[config.mk]
export PLATFORM = sky130hd
export DESIGN_NAME = mem_port_arb_mux_flat
export DESIGN_NICKNAME = d
export VERILOG_FILES = /design/src/rtl/mem_arb_pkg.sv /design/src/rtl/mem_port_arb_mux_if.sv /design/src/rtl/rr_arbiter.sv /design/src/rtl/mem_port_arb_mux.sv /design/src/flat_wrapper.sv
export SDC_FILE = /design/constraint.sdc
export NUM_CORES = 1
export LEC_CHECK = 0
export ABC_AREA = 1
export ABC_CLOCK_PERIOD_IN_PS = 3700
export CAP_MARGIN = 25
export CORE_ASPECT_RATIO = 0.5
export CORE_MARGIN = 5
export CORE_UTILIZATION = 45
export CTS_CLUSTER_DIAMETER = 30
export DETAILED_ROUTE_END_ITERATION = 8
export PLACE_DENSITY = 0.87
export REMOVE_ABC_BUFFERS = 1
export SYNTH_ARGS = -nofsm -noshare
export SYNTH_HDL_FRONTEND = slang
export SYNTH_HIERARCHICAL = 1
export SYNTH_SLANG_ARGS = --single-unit
[constraint.sdc]
create_clock -name clk -period 3.7 [get_ports clk]
set_clock_uncertainty 0.2 [all_clocks]
set_input_delay 0.555 -clock clk [delete_from_list [all_inputs] [get_ports clk]]
set_output_delay 0.555 -clock clk [all_outputs]
set_load 0.05 [all_outputs]
[src/rtl/mem_arb_pkg.sv]
// Shared constants and helpers for the N-channel memory port arbiter/mux.
// Imported by the interface, the arbiter and the top level.
package mem_arb_pkg;

  localparam int ARB_FIXED = 0;
  localparam int ARB_RR    = 1;

  function automatic int clog2_nch(input int n);
    int r;
    r = 0;
    while ((1 << r) < n) r++;
    return (r < 1) ? 1 : r;
  endfunction

  function automatic int lane_lo(input int idx, input int w);
    return idx * w;
  endfunction

endpackage

[src/rtl/mem_port_arb_mux_if.sv]
// Requester-side and downstream-side handshake bundle of the shared port.
// master drives requests and out_ready; slave is the arbiter/mux side.
interface mem_port_arb_mux_if
  import mem_arb_pkg::*;
#(
  parameter int WIDTH = 32,
  parameter int NCH   = 4,
  parameter int SELW  = clog2_nch(NCH)
);

  logic [NCH-1:0]       in_valid;
  logic [NCH*WIDTH-1:0] in_data;
  logic [NCH-1:0]       in_ready;
  logic                 out_valid;
  logic [WIDTH-1:0]     out_data;
  logic [SELW-1:0]      out_sel;
  logic                 out_ready;

  modport master (
    output in_valid, in_data, out_ready,
    input  in_ready, out_valid, out_data, out_sel
  );

  modport slave (
    input  in_valid, in_data, out_ready,
    output in_ready, out_valid, out_data, out_sel
  );

endinterface

[src/rtl/rr_arbiter.sv]
// Round-robin / fixed-priority grant with a search pointer that
// advances past the winner only when the grant is actually taken.
module rr_arbiter
  import mem_arb_pkg::*;
#(
  parameter int NCH     = 4,
  parameter int SELW    = clog2_nch(NCH),
  parameter int RR_MODE = ARB_RR
) (
  input  logic            clk,
  input  logic            reset,
  input  logic [NCH-1:0]  req,
  input  logic            take,
  output logic [NCH-1:0]  gnt,
  output logic [SELW-1:0] gnt_idx
);

  logic [SELW-1:0] ptr_q, ptr_d;

  // In fixed mode the pointer stays 0, so the same search
  // degenerates to lowest-index-wins.
  always_comb begin
    int   j;
    logic found;
    gnt     = '0;
    gnt_idx = '0;
    found   = 1'b0;
    j       = 0;
    for (int k = 0; k < NCH; k++) begin
      j = int'(ptr_q) + k;
      if (j >= NCH) j = j - NCH;
      if (!found && req[j]) begin
        found   = 1'b1;
        gnt[j]  = 1'b1;
        gnt_idx = SELW'(j);
      end
    end
  end

  always_comb begin
    ptr_d = ptr_q;
    if (RR_MODE == ARB_RR && take) begin
      ptr_d = (gnt_idx == SELW'(NCH - 1)) ? '0
                                          : gnt_idx + 1'b1;
    end
  end

  always_ff @(posedge clk) begin
    if (reset) ptr_q <= '0;
    else       ptr_q <= ptr_d;
  end

endmodule

[src/rtl/mem_port_arb_mux.sv]
// N-channel arbiter feeding one registered output stage of the shared
// memory port; refills on the same edge the held word is accepted.
module mem_port_arb_mux
  import mem_arb_pkg::*;
#(
  parameter int WIDTH   = 32,
  parameter int NCH     = 4,
  parameter int SELW    = clog2_nch(NCH),
  parameter int RR_MODE = ARB_RR
) (
  input  logic               clk,
  input  logic               reset,
  mem_port_arb_mux_if.slave  bus
);

  logic             out_valid_q, out_valid_d;
  logic [WIDTH-1:0] out_data_q, out_data_d;
  logic [SELW-1:0]  out_sel_q, out_sel_d;
  logic [NCH-1:0]   gnt;
  logic [SELW-1:0]  gnt_idx;
  logic             load;
  logic             take;

  assign load = ~out_valid_q | bus.out_ready;
  assign take = load & (|bus.in_valid) & ~reset;

  rr_arbiter #(
    .NCH     (NCH),
    .SELW    (SELW),
    .RR_MODE (RR_MODE)
  ) u_arb (
    .clk     (clk),
    .reset   (reset),
    .req     (bus.in_valid),
    .take    (take),
    .gnt     (gnt),
    .gnt_idx (gnt_idx)
  );

  assign bus.in_ready  = take ? gnt : '0;
  assign bus.out_valid = out_valid_q;
  assign bus.out_data  = out_data_q;
  assign bus.out_sel   = out_sel_q;

  always_comb begin
    out_valid_d = out_valid_q;
    out_data_d  = out_data_q;
    out_sel_d   = out_sel_q;
    if (take) begin
      out_valid_d = 1'b1;
      out_data_d  = bus.in_data[lane_lo(int'(gnt_idx), WIDTH) +: WIDTH];
      out_sel_d   = gnt_idx;
    end else if (load) begin
      out_valid_d = 1'b0;
    end
  end

  always_ff @(posedge clk) begin
    if (reset) begin
      out_valid_q <= 1'b0;
      out_data_q  <= '0;
      out_sel_q   <= '0;
    end else begin
      out_valid_q <= out_valid_d;
      out_data_q  <= out_data_d;
      out_sel_q   <= out_sel_d;
    end
  end

endmodule

[src/flat_wrapper.sv]
// flat-port wrapper written by rule: the top's interface ports become plain ports
module mem_port_arb_mux_flat import mem_arb_pkg::*;
#(
  parameter int WIDTH   = 32,
  parameter int NCH     = 4,
  parameter int SELW    = clog2_nch(NCH),
  parameter int RR_MODE = ARB_RR
)
  (clk, reset, bus_in_valid, bus_in_data, bus_out_ready, bus_in_ready, bus_out_valid, bus_out_data, bus_out_sel);
  mem_port_arb_mux_if #(.WIDTH(WIDTH), .NCH(NCH), .SELW(SELW)) bus_i ();
  input  logic clk;
  input  logic reset;
  input wire logic [$bits(bus_i.in_valid)-1:0] bus_in_valid;
  input wire logic [$bits(bus_i.in_data)-1:0] bus_in_data;
  input wire logic [$bits(bus_i.out_ready)-1:0] bus_out_ready;
  output wire logic [$bits(bus_i.in_ready)-1:0] bus_in_ready;
  output wire logic [$bits(bus_i.out_valid)-1:0] bus_out_valid;
  output wire logic [$bits(bus_i.out_data)-1:0] bus_out_data;
  output wire logic [$bits(bus_i.out_sel)-1:0] bus_out_sel;
  assign bus_i.in_valid = bus_in_valid;
  assign bus_i.in_data = bus_in_data;
  assign bus_i.out_ready = bus_out_ready;
  assign bus_in_ready = bus_i.in_ready;
  assign bus_out_valid = bus_i.out_valid;
  assign bus_out_data = bus_i.out_data;
  assign bus_out_sel = bus_i.out_sel;
  mem_port_arb_mux #(.WIDTH(WIDTH), .NCH(NCH), .SELW(SELW), .RR_MODE(RR_MODE)) u_core (.clk(clk), .reset(reset), .bus(bus_i));
endmodule
; ---- Yosys cells after proc, flatten, opt, wreduce, memory -nomap -nowiden
; Index checks and enable logic that the tools add are counted.
[totals]
reg_bits = 37
inputBits = 135
out_inout_bits = 39
[classes]
addsub = 8
n_lt_le_gt_ge = 12
n_eq_ne = 1
n_shift = 1
mux = 39
bitwise = 8
reduce_logical = 12
[ops]
columns = operator, n
row1 = "32-bit by 1-bit greater-or-equal comparator with 1-bit output, second input constant", 4
row2 = "32-bit by 4-bit < comparator with 1-bit output, second input constant", 4
row3 = 32-bit two-way mux, 4
row4 = 128-bit by 8-bit indexed part select with 32-bit output, 1
row5 = 4-bit two-way mux, 5
row6 = 1-bit two-way mux, 17
row7 = 4-bit OR, 3
row8 = "3-bit by 3-bit subtractor with 4-bit output, second input constant", 3
row9 = 2-bit two-way mux, 5
row10 = "3-bit greater-or-equal comparator, second input constant", 3
row11 = 1-bit binary-select mux with 2-bit select, 4
row12 = 1-bit demux with 2-bit select, 4
row13 = 1-bit logical AND, 7
row14 = "2-bit by 2-bit adder with 3-bit output, second input constant", 2
row15 = 4-bit OR reduction, 1
row16 = "2-bit by 3-bit subtractor with 4-bit output, second input constant", 1
row17 = "2-bit by 1-bit adder with 3-bit output, second input constant", 1
row18 = "2-bit by 3-bit greater-or-equal comparator with 1-bit output, second input constant", 1
row19 = 1-bit logical NOT, 3
row20 = "2-bit by 1-bit adder with 2-bit output, second input constant", 1
row21 = 1-bit bitwise AND, 2
row22 = "2-bit equality test, second input constant", 1
row23 = 1-bit NOT, 2
row24 = 2-bit nonzero test, 1
row25 = 1-bit OR, 1

; ---- Logic depth before layout (Yosys ltp)
[depth]
depth_word = 17
mapped_depth = 18
depth_no_buf = 16

; ---- Cells and area by module
; The synthesis kept the hierarchy.
[by_module_without_submodules]
columns = module, instances, cells_per_inst, area_each_um2
row1 = mem_port_arb_mux, 1, 616, 3101.7
row2 = rr_arbiter, 1, 86, 559.3

; ---- Worst setup path after synthesis
; Ideal clock, no wire load.
[synth_path]
path_type = register to output
from = register u_core.u_arb.ptr_q[0]
to = output port bus_in_ready[1]
t_arrival_ns = 2.273
required_time_ns = 2.945
path_slack_ns = 0.672
path_stages_with_launch = 13
n_path_buf = 1
path_cell_list = dfxtp_1 buf_6 inv_8 ha_1 inv_1 nand3_2 nand2_2 nand4_2 inv_2 nand2_1 nand4_1 inv_1 nor2_1
[synth_via]
elab_chain_cells = 16
[synth_lines]
columns = item, line
row1 = "start, declared", rr_arbiter.sv:18  ; logic [SELW-1:0] ptr_q, ptr_d;
row2 = "start signal, assigned", rr_arbiter.sv:50  ; else ptr_q <= ptr_d;
row3 = branches (longest 14 deep; another with 32-bit by 1-bit greater-or-equal comparator with 1-bit output), --
row4 = 4-bit two-way mux *, rr_arbiter.sv:32  ; if (!found && req[j]) begin
row5 = net u_core.gnt[1], mem_port_arb_mux.sv:19  ; logic [NCH-1:0] gnt;
row6 = 4-bit two-way mux *, mem_port_arb_mux.sv:40  ; assign bus.in_ready = take ? gnt : '0;
row7 = "end, declared", flat_wrapper.sv:16  ; output wire logic [$bits(bus_i.in_ready)-1:0] bus_in_ready;
; Mark *: on every way through the listed nets, which the timed path passes. The select of a mux whose other input is x is not followed.

; ---- Worst setup path after layout
[layout_path]
from = register u_core.u_arb.ptr_q[1]
to = output port bus_in_ready[3]
; Same word-level chain as after synthesis.

==> results.txt <==
Post-cts sizing count = 0
CTS root buffer = clkbuf_16
Count of input and output buffers = 173
Req. time, crit path = 2.94 ns
Hold Path Class = reg2reg
Vias = 4370
Post-synthesis adder-cell area fraction = 3.08%
Overflow after GRT = 0
Crit path capture type = output pin
Sw frac = 54.9%
Synth Cell Area = 3660 um^2
Die height = 73.8 um
Total clock sinks = 37
Total power draw = 0.00417 W
Sequential-to-total area share from yosys stat = 20.2%
Worst skew pair latency = 0.28 ns
Main combinational cell family by area after synthesis = simple AND/OR/NAND/NOR gates
CP Cell Sequence = inv_1 > ha_1 > inv_1 > nand3_2 > nand2_2 > nand4_2 > inv_2 > nand2_1 > nand4_1 > inv_1 > nor2_1 > buf_12
Power per cell area = 753 nW/um^2
Share of cells above drive strength 1 = 5.70%
Vias in the first global route = 4006
Final core utilization = 69.5%
CTS tree = done
Die Wd = 138 um
Relative slew slack = 59.2%
CP Max Fanout = 8
# Max-Cap Violations = 0
Initial antenna violation count = 0
Max stage delay cell, worst path = dfxtp_1
Final ANT Viol Nets = 0
Peak Freq = 303 MHz
Tightest Pin Transition = 0.611 ns
Final wirelength = 11200 um
Synth cell types = 26
RSZ-0062 raised after global routing = false
Boundary pin count = 174
Sequential share of power = 15.5%
Internal cell power = 0.00188 W
H-tree depth = 2
Starting DRT DRC Count = 197
Final Max Slew Viols = 0
Status = finished, final reports clean
Clock buffer count from CTS = 5
Die area = 10100 um^2
Hold Fails Final Rpt = 0
Remaining DRCs = 0
Hold_buf cts = 0
Clock power frac = 9.8%
Drt first pass iters = 4
Bufs and invs on worst path = 5
Area growth syn-to-layout = 51.3%
Avg Vias per Cell = 4.50
Nets = 1003
Syn_area_per_cell = 5.22 um^2
Yosys reg bits = 37
P_leak = 3.13 nW
Clk buf depth = 2
Sw Pwr = 0.00229 W
Complex-gate fraction of the synthesized area = 1.33%
Setup-failing EPs final = 0
Syn Inst Count = 702
Row count = 23
Worst-path clk slew = 0.06 ns
Largest net degree at the start of global routing = 38
Routed length per instance = 11.5 um
Synth Area in Simple Gates = 49.5%
Critical Path Start Type = register
Number of setup buffers added after CTS = 0
Crit share post-route = 89.2%
Initial Utilization = 45.9%
Tmin final = 3.30 ns
Core area = 7970 um^2
WS Path Type = reg2out
CP peak stage delay = 0.46 ns
Gate power share = 74.7%
Gpl congestion = 0.894
Most frequent CP cell = inv_1
Post-Synth XOR/XNOR Area = 0%
Top cell family by delay on the critical path = buffers and inverters
Post-DP HPWL = 8470 um
Crit path DAT = 2.55 ns
Global-route wire length before repair = 17800 um
Synth warnings = 6
Maximum vdd ir drop = 0.000672 V
Fillers = 709
Mux cell area share after synthesis = 0%
Total GRT Usage = 21.3%
Antenna Cells = 0
Fin Hold WS = 0.319 ns
==> state kept, by name (all words and copies together), names as in the netlist <==
register	cells
u_core/bus.out_data	32
u_core/bus.out_valid	1
u_core/u_arb/ptr_q	2
u_core/bus.out_sel	2
==> layout by cell type (no fill, tap or decap) <==
master / n
o21ai_0: 1
nand4_2: 1
inv_2: 7
nor2_4: 1
clkinv_2: 2
nand3_2: 3
inv_1: 178
buf_4: 9
clkbuf_16: 5
a21oi_2: 2
ha_1: 9
buf_12: 4
o21ai_1: 1
o21ai_2: 1
nand2_2: 9
clkbuf_1: 1
inv_8: 1
nor2_2: 1
nor2_8: 1
clkdlybuf4s50_1: 169
a211oi_1: 1
nand3_1: 72
a21oi_1: 1
nand2_4: 2
nor2_1: 44
nand2_1: 292
dfxtp_1: 37
nand4_1: 5
==> kinds of logic (layout without fill, tap and decap cells) <==
| kind of cell | after synthesis | after routing |
|---|---|---|
| AO/OA/AOI/OAI | 7 | 7 |
| buffers and inverters | 218 | 376 |
| AND/OR/NAND/NOR | 431 | 431 |
| adder cells (fa/ha/maj) | 9 | 9 |
| flip-flops | 37 | 37 |
==> cell type report <==
type	instances	area [um^2]	share of cell area, %
tap	112	140	2.53
multi-input combinational	447	1970	35.6
inverter	186	706	12.7
sequential	37	741	13.4
clock inverter	2	10.0	0.181
clock buffer	6	129	2.33
timing repair buffer	182	1840	33.2
==> cell usage after synthesis, drive strengths merged <==
| library cell | number | area [um^2] |
|---|---|---|
| buf | 30 | 234 |
| dfxtp | 37 | 741 |
| nor2 | 47 | 203 |
| a211oi | 1 | 7.51 |
| nand2 | 303 | 1170 |
| ha | 9 | 113 |
| a21oi | 3 | 22.5 |
| nand4 | 6 | 43.8 |
| inv | 186 | 706 |
| nand3 | 75 | 390 |
| clkbuf | 2 | 7.51 |
| o21ai | 3 | 18.8 |
==> layer usage <==
| layer | up-vias | wire (um) | share of wire, % | GRT usage [%] |
|---|---|---|---|---|
| li1 | 2308 | - | - | - |
| met1 | 1912 | 4370 | 39 | 23.6 |
| met2 | 122 | 6050 | 54 | 41.5 |
| met3 | 28 | 477 | 4.3 | 3.21 |
| met4 | 0 | 261 | 2.3 | 7.19 |
| met5 | - | 0 | 0 | 0 |
==> per-stage QoR <==
stage	setup TNS (ns)	instance area, um^2	worst slack, ns	cells
5_1_grt	0	5540	0.193	972
2_1_floorplan	-7.25	3420	-0.227	670
4_1_cts	0	5540	0.398	972
3_5_place_dp	0	5400	0.681	964
6_report	0	5540	0.400	972
3_3_place_gp	0	5400	0.732	964
==> power by group through the flow <==
stage | Sequential [W] | Clock (W) | Combinational [W]
after floorplan | 0.00116 | 0 | 0.00161
after global placement | 0.000641 | 0 | 0.00305
after detailed placement | 0.000653 | 0 | 0.00310
after CTS | 0.000648 | 0.000413 | 0.00312
after global routing | 0.000666 | 0.000427 | 0.00344
final | 0.000647 | 0.000407 | 0.00312
==> path summary, 6_finish.rpt <==
check / startpoint / end / cells after the start / slack [ns]
setup / recovery: u_core/u_arb/ptr_q[1] / bus_in_ready[3] / 12 / 0.40
hold / removal: u_core/bus.out_data[18] / u_core/bus.out_data[18] / 4 / 0.32
setup reg to reg: u_core/u_arb/ptr_q[1] / u_core/u_arb/ptr_q[1] / 13 / 0.71
hold reg to reg: u_core/bus.out_data[18] / u_core/bus.out_data[18] / 4 / 0.32
==> tightest hold or removal path: cells and delay by family, from the launching register on <==
| kind | cells | cell delay, ns |
|---|---|---|
| flip-flops | 1 | 0.31 |
| buffers and inverters | 1 | 0.05 |
| AND/OR/NAND/NOR | 3 | 0.12 |
No activity file was read; power rests on OpenSTA's default activity.
